$ cat src/rtl/mem_arbiter_pkg.sv
// rtl/mem_arbiter_pkg.sv - shared types and constants for the byte-serial memory arbiter
package mem_arbiter_pkg;

  localparam logic True  = 1'b1;
  localparam logic False = 1'b0;
  localparam int InstAddrBus = 32;

  typedef enum logic [1:0] {
    SizeByte = 2'b00,
    SizeHalf = 2'b01,
    SizeWord = 2'b10
  } size_e;

  typedef enum logic [1:0] {
    IDLE   = 2'b00,
    IF_RD  = 2'b01,
    MEM_RD = 2'b10,
    MEM_WR = 2'b11
  } arb_state_e;

  // Encoding 2'b11 is treated as a full word, like SizeWord.
  function automatic int unsigned size_bytes(input logic [1:0] size, input int unsigned word_bytes);
    case (size)
      SizeByte: return 1;
      SizeHalf: return 2;
      default:  return word_bytes;
    endcase
  endfunction

endpackage

$ cat src/rtl/mem_arbiter.sv
// rtl/mem_arbiter.sv - arbitrates fetch and load/store onto one byte-wide RAM, little-endian beats
module mem_arbiter
  import mem_arbiter_pkg::*;
#(
  parameter int ADDR_W     = InstAddrBus,
  parameter int WORD_BYTES = 4
) (
  input  logic                    clk,
  input  logic                    rst,
  input  logic                    if_req,
  input  logic [ADDR_W-1:0]       if_addr,
  input  logic                    if_flush,
  output logic [8*WORD_BYTES-1:0] if_data,
  output logic                    if_done,
  input  logic                    mem_req,
  input  logic                    mem_we,
  input  logic [1:0]              mem_size,
  input  logic [ADDR_W-1:0]       mem_addr,
  input  logic [8*WORD_BYTES-1:0] mem_wdata,
  output logic [8*WORD_BYTES-1:0] mem_rdata,
  output logic                    mem_done,
  output logic                    mem_busy,
  output logic [ADDR_W-1:0]       ram_addr,
  output logic [7:0]              ram_wdata,
  output logic                    ram_we,
  input  logic [7:0]              ram_rdata
);

  localparam int DATA_W = 8 * WORD_BYTES;
  localparam int CNT_W  = $clog2(WORD_BYTES + 1);

  arb_state_e        state_q, state_d;
  logic [CNT_W-1:0]  cnt_q, cnt_d;
  logic [CNT_W-1:0]  len_q, len_d;
  logic [ADDR_W-1:0] base_q, base_d;
  logic [DATA_W-1:0] wdata_q, wdata_d;
  logic [DATA_W-1:0] rbuf_q, rbuf_d;
  logic [DATA_W-1:0] if_data_d, mem_rdata_d;
  logic              if_done_d, mem_done_d;
  logic [DATA_W-1:0] assembled;
  logic [CNT_W-1:0]  lane;

  assign mem_busy = mem_req & ~mem_done;

  always_comb begin
    state_d     = state_q;
    cnt_d       = cnt_q;
    len_d       = len_q;
    base_d      = base_q;
    wdata_d     = wdata_q;
    rbuf_d      = rbuf_q;
    if_done_d   = False;
    mem_done_d  = False;
    if_data_d   = if_data;
    mem_rdata_d = mem_rdata;
    ram_addr    = '0;
    ram_wdata   = '0;
    ram_we      = False;

    // The byte addressed last cycle lands in lane cnt-1.
    lane      = cnt_q - CNT_W'(1);
    assembled = rbuf_q;
    for (int i = 0; i < WORD_BYTES; i++) begin
      if (cnt_q != '0 && CNT_W'(i) == lane) assembled[i*8 +: 8] = ram_rdata;
    end

    case (state_q)
      IDLE: begin
        if (mem_req && !mem_done) begin
          state_d = mem_we ? MEM_WR : MEM_RD;
          cnt_d   = '0;
          len_d   = CNT_W'(size_bytes(mem_size, WORD_BYTES));
          base_d  = mem_addr;
          wdata_d = mem_wdata;
          rbuf_d  = '0;
        end else if (if_req && !if_done && !if_flush) begin
          state_d = IF_RD;
          cnt_d   = '0;
          len_d   = CNT_W'(WORD_BYTES);
          base_d  = if_addr;
          rbuf_d  = '0;
        end
      end

      IF_RD, MEM_RD: begin
        if (cnt_q < len_q) ram_addr = base_q + ADDR_W'(cnt_q);
        rbuf_d = assembled;
        cnt_d  = cnt_q + CNT_W'(1);
        if (state_q == IF_RD && if_flush) begin
          state_d = IDLE;
          cnt_d   = '0;
        end else if (cnt_q == len_q) begin
          state_d = IDLE;
          cnt_d   = '0;
          if (state_q == IF_RD) begin
            if_done_d = True;
            if_data_d = assembled;
          end else begin
            mem_done_d  = True;
            mem_rdata_d = assembled;
          end
        end
      end

      MEM_WR: begin
        ram_addr  = base_q + ADDR_W'(cnt_q);
        ram_wdata = 8'(wdata_q >> {cnt_q, 3'b000});
        ram_we    = True;
        cnt_d     = cnt_q + CNT_W'(1);
        if (cnt_q == len_q - CNT_W'(1)) begin
          state_d    = IDLE;
          cnt_d      = '0;
          mem_done_d = True;
        end
      end

      default: state_d = IDLE;
    endcase
  end

  always_ff @(posedge clk) begin
    if (rst) begin
      state_q   <= IDLE;
      cnt_q     <= '0;
      len_q     <= '0;
      base_q    <= '0;
      wdata_q   <= '0;
      rbuf_q    <= '0;
      if_done   <= False;
      mem_done  <= False;
      if_data   <= '0;
      mem_rdata <= '0;
    end else begin
      state_q   <= state_d;
      cnt_q     <= cnt_d;
      len_q     <= len_d;
      base_q    <= base_d;
      wdata_q   <= wdata_d;
      rbuf_q    <= rbuf_d;
      if_done   <= if_done_d;
      mem_done  <= mem_done_d;
      if_data   <= if_data_d;
      mem_rdata <= mem_rdata_d;
    end
  end

endmodule

$ cat config.mk
export PLATFORM = sky130hd
export DESIGN_NAME = mem_arbiter
export DESIGN_NICKNAME = d
export VERILOG_FILES = /design/src/rtl/mem_arbiter_pkg.sv /design/src/rtl/mem_arbiter.sv
export SDC_FILE = /design/constraint.sdc
export NUM_CORES = 1
export LEC_CHECK = 0
export CAP_MARGIN = 5
export CORE_MARGIN = 2
export CORE_UTILIZATION = 52
export CTS_CLUSTER_SIZE = 24
export DETAILED_ROUTE_END_ITERATION = 12
export PLACE_DENSITY = 0.87
export SKIP_CTS_REPAIR_TIMING = 1
export SLEW_MARGIN = 20
export SYNTH_ARGS = -nofsm -noshare
export SYNTH_HDL_FRONTEND = slang
export SYNTH_SLANG_ARGS = --single-unit
$ cat constraint.sdc
create_clock -name clk -period 6 [get_ports clk]
set_input_delay 1.2 -clock clk [delete_from_list [all_inputs] [get_ports clk]]
set_output_delay 1.2 -clock clk [all_outputs]
set_load 0.01 [all_outputs]
==> summary.md <==
| Metric | Value |
|---|---|
| DP Area | between 10000 and 15000 µm² |
| Syn_area_per_cell | ~8.7 µm² |
| Critical-path maximum fanout | 16 |
| # diodes | 0 |
| Final Critical Period | between 5 and 6 ns |
| Post-synth top flop | dfxtp_1 |
| Largest net degree at the start of global routing | 83 |
| Port buffer count | about 220 |
| Worst-path clk slew | roughly 0.060 ns |
| Type of origin of the critical path | flip-flop |
| Status | finished clean |
| Remaining antenna violation count after routing | 0 |
| Crit. End Element | primary output |
| HPWL Detailed | between 15000 and 20000 µm |
| Final net count | around 1200 |
| Vias in the first global route | slightly above 7000 |
| Post-synth EDFFs | 0 |
| Placeable Area | ~15000 µm² |
| Wirelength, routed | roughly 23000 µm |
| Final Slew Violations | 0 |
| Slew of the pin with the lowest slew margin | between 0.9 and 1 ns |
| Final setup margin | 0.7913 ns |
| Die Y | between 100 and 150 µm |
| Initial core utilization | 53.07% |
| Initial antenna violation count | 0 |
| Cell variety after synth | 63 |
| Syn Inst Count | ~930 |
| Crit path cell chain | inv_1, fa_1, nor2b_1, o211ai_2, or4_1, a21oi_1, clkdlybuf4s50_1 |
| Synth area leaders | dfxtp_1, nand2_1, a211oi_1 |
| Final TNS setup | 0 ns |
| Vias per cell | between 5 and 6 |
| Clock Latency Late Sink | around 0.43 ns |
| First-pass GRT wire length | between 30000 and 40000 µm |
| Worst rel slew slack | between 30% and 40% |
| Async SR Flop Fraction | 0% |
| Final weighted congestion in routability-driven placement | between 0.8 and 0.9 |
| # setup viols final | 0 |
| Slowest cell on the critical path | dfxtp_1 |
| Proportion of layout cells with a drive suffix above 1 | ~6.2% |
| Total Power | between 4 and 5 mW |
| Syn Nets | about 1100 |
| Power per Cell Area | 410.0 nW/µm² |
| YS warnings | 0 |
| Row Count | between 40 and 50 |
| CTS tree | yes |
| Synthesized flop and latch total | 170 |
| Max VDD drop | between 0.2 and 0.25 mV |
| Post-synth top area share | between 40% and 50% |
| GRT Total Usage | a little over a quarter |
| Final worst-path cycle share | approximately 87% |
| Unrepaired setup endpoints after global routing | false |
| FMAX | roughly 190 MHz |
| Register area share after synthesis | 42.18% |
| Clock root cell | clkbuf_16 |
| DRC Markers | 0 |
| Maximum clock path buffer count | 2 |
| Worst Clk Skew | 0.01432 ns |
| R2r setup slk | between 2 and 3 ns |
| Worst EP required | about 4.8 ns |
| Family with the most delay on the worst path | simple AND/OR/NAND/NOR gates |
| Hold Path Class | flip-flop to flip-flop |
| Setup CP Type | flip-flop to primary output |
| Num CTS Buffers | 17 |
| Yosys top cell by area | dfxtp_1 |
| Synthesized area | 8068 µm² |
| Post-placement setup slack | 1.272 ns |
| Bufs and invs on worst path | 2 |
| Leak | about 3.7 nW |
| DRT iter0 DRCs | roughly 600 |
| Vias after detailed routing | about 7600 |
| Chip width | between 100 and 150 µm |
| # IOs | 220 |
| Slowest stage delay, CP | just under 0.8 ns |
| Fin area | approximately 11000 µm² |
| CTS Sinks | 170 |
| Total gr overflow | 0 |
| Area Overhead vs Synth | 33.41% |
| Worst EP arrival | 4.01 ns |
| Max-Cap Viols | 0 |
| # H-tree levels | 4 |
| Routed WL per cell | approximately 17 µm |
| Die Footprint | around 17000 µm² |
| Router iterations before antenna repair | 5 |
| Final hold violations | 0 |
sequential cells by signal, summed over array words and instances, names as in the netlist, 2 cells and up:
register and flops:
state_q 2, base_q 32, mem_rdata 32, rbuf_q 32
wdata_q 32, if_data 32, len_q 3, cnt_q 3
worst reg2reg max path: stages, from the launching register on:
cell,delay [ns]
dfxtp_1,0.79
inv_1,0.26
ha_1,0.30
or3_4,0.41
a21boi_2,0.58
nor2b_1,0.61
a22o_1,0.25
layout make-up:
| cell class | instances | area (µm²) |
|---|---|---|
| fill | 1165 | 4439 |
| sequential | 170 | 3403 |
| clock buffer | 22 | 454.2 |
| tap | 188 | 235.2 |
| multi-input combinational | 661 | 4250 |
| timing repair buffer | 227 | 2250 |
| inverter | 15 | 56.30 |
| clock inverter | 9 | 113.9 |
report_power, final:
part | leakage [nW] | internal [mW] | switching, mW
Clock | 0.273 | 0.626 | 0.444
Combinational | 2.04 | 0.768 | 0.924
Sequential | 1.39 | 1.43 | 0.219
cells in the final DEF (no fill, tap or decap), types with 3 or more instances in the layout:
master / netlist / final
clkdlybuf4s50_1: 0 / 218
dfxtp_1: 170 / 170
nand2_1: 149 / 149
nor2_1: 110 / 109
a211oi_1: 66 / 66
a21oi_1: 63 / 63
mux2i_1: 33 / 33
a311oi_1: 32 / 32
a22o_1: 25 / 25
ha_1: 18 / 18
o31ai_1: 17 / 17
clkbuf_16: 0 / 17
or4_1: 16 / 16
nor2b_1: 14 / 14
inv_1: 12 / 12
o21ai_0: 10 / 10
o21ai_1: 10 / 10
buf_4: 7 / 9
xor2_1: 8 / 8
mux4_2: 8 / 8
and3_1: 6 / 6
nand3_1: 6 / 6
o211ai_1: 5 / 5
nor3_1: 5 / 5
or3_1: 4 / 4
clkbuf_1: 54 / 4
and4_1: 3 / 3
o2111ai_1: 3 / 3
inv_2: 3 / 3
nand3b_1: 3 / 3
nand4_1: 3 / 3
a21boi_2: 3 / 3
o22ai_1: 3 / 3
layer usage:
metal  vias up  GRT usage, %  part of all wire, %
li1       3680             -                    -
met1      3568         36.12                   43
met2       289         43.34                   47
met3        47         6.237                  7.2
met4         0         10.55                  2.7
met5         -             0                    0
per-stage QoR:
| stage | cells | util (%) | hold WS (ns) |
|---|---|---|---|
| 4_1_cts | 1292 | 70.77 | 0.4552 |
| 5_1_grt | 1292 | 70.80 | 0.4783 |
| 3_3_place_gp | 1261 | 67.03 | 0.4395 |
| 3_5_place_dp | 1261 | 67.03 | 0.4465 |
| 2_1_floorplan | 928 | - | 0.4331 |
| 6_report | 1292 | 70.80 | 0.4540 |
Yosys cell counts (4+ instances only):
cell,number
mux4_2,8
a311oi_1,32
nand2_1,149
a21oi_1,63
nor2_1,110
nor2b_1,14
dfxtp_1,170
or4_1,16
or3_1,4
mux2i_1,33
nor3_1,5
buf_6,4
o21ai_1,10
xor2_1,8
a22o_1,25
o211ai_1,5
ha_1,18
a211oi_1,66
buf_2,14
buf_4,7
and3_1,6
o31ai_1,17
clkbuf_1,54
nand3_1,6
o21ai_0,10
inv_1,12
kinds of logic (layout without fill, tap and decap cells):
group	count (synthesis)	after routing	synth area share [%]
compound gates	252	252	22.49
buf+inv	97	273	5.428
flops	170	170	42.18
mux	42	42	6.467
fa+ha+maj	19	19	3.040
simple gates	338	338	19.12
xor+xnor	10	10	1.272
worst paths after layout:
path | startpoint | to | cells past startpoint
hold reg to reg | wdata_q[8] | wdata_q[8] | 2
setup / recovery | cnt_q[1] | ram_addr[26] | 7
hold / removal | wdata_q[8] | wdata_q[8] | 2
setup reg to reg | cnt_q[1] | rbuf_q[14] | 6
Power figures use the tool's default switching activity.
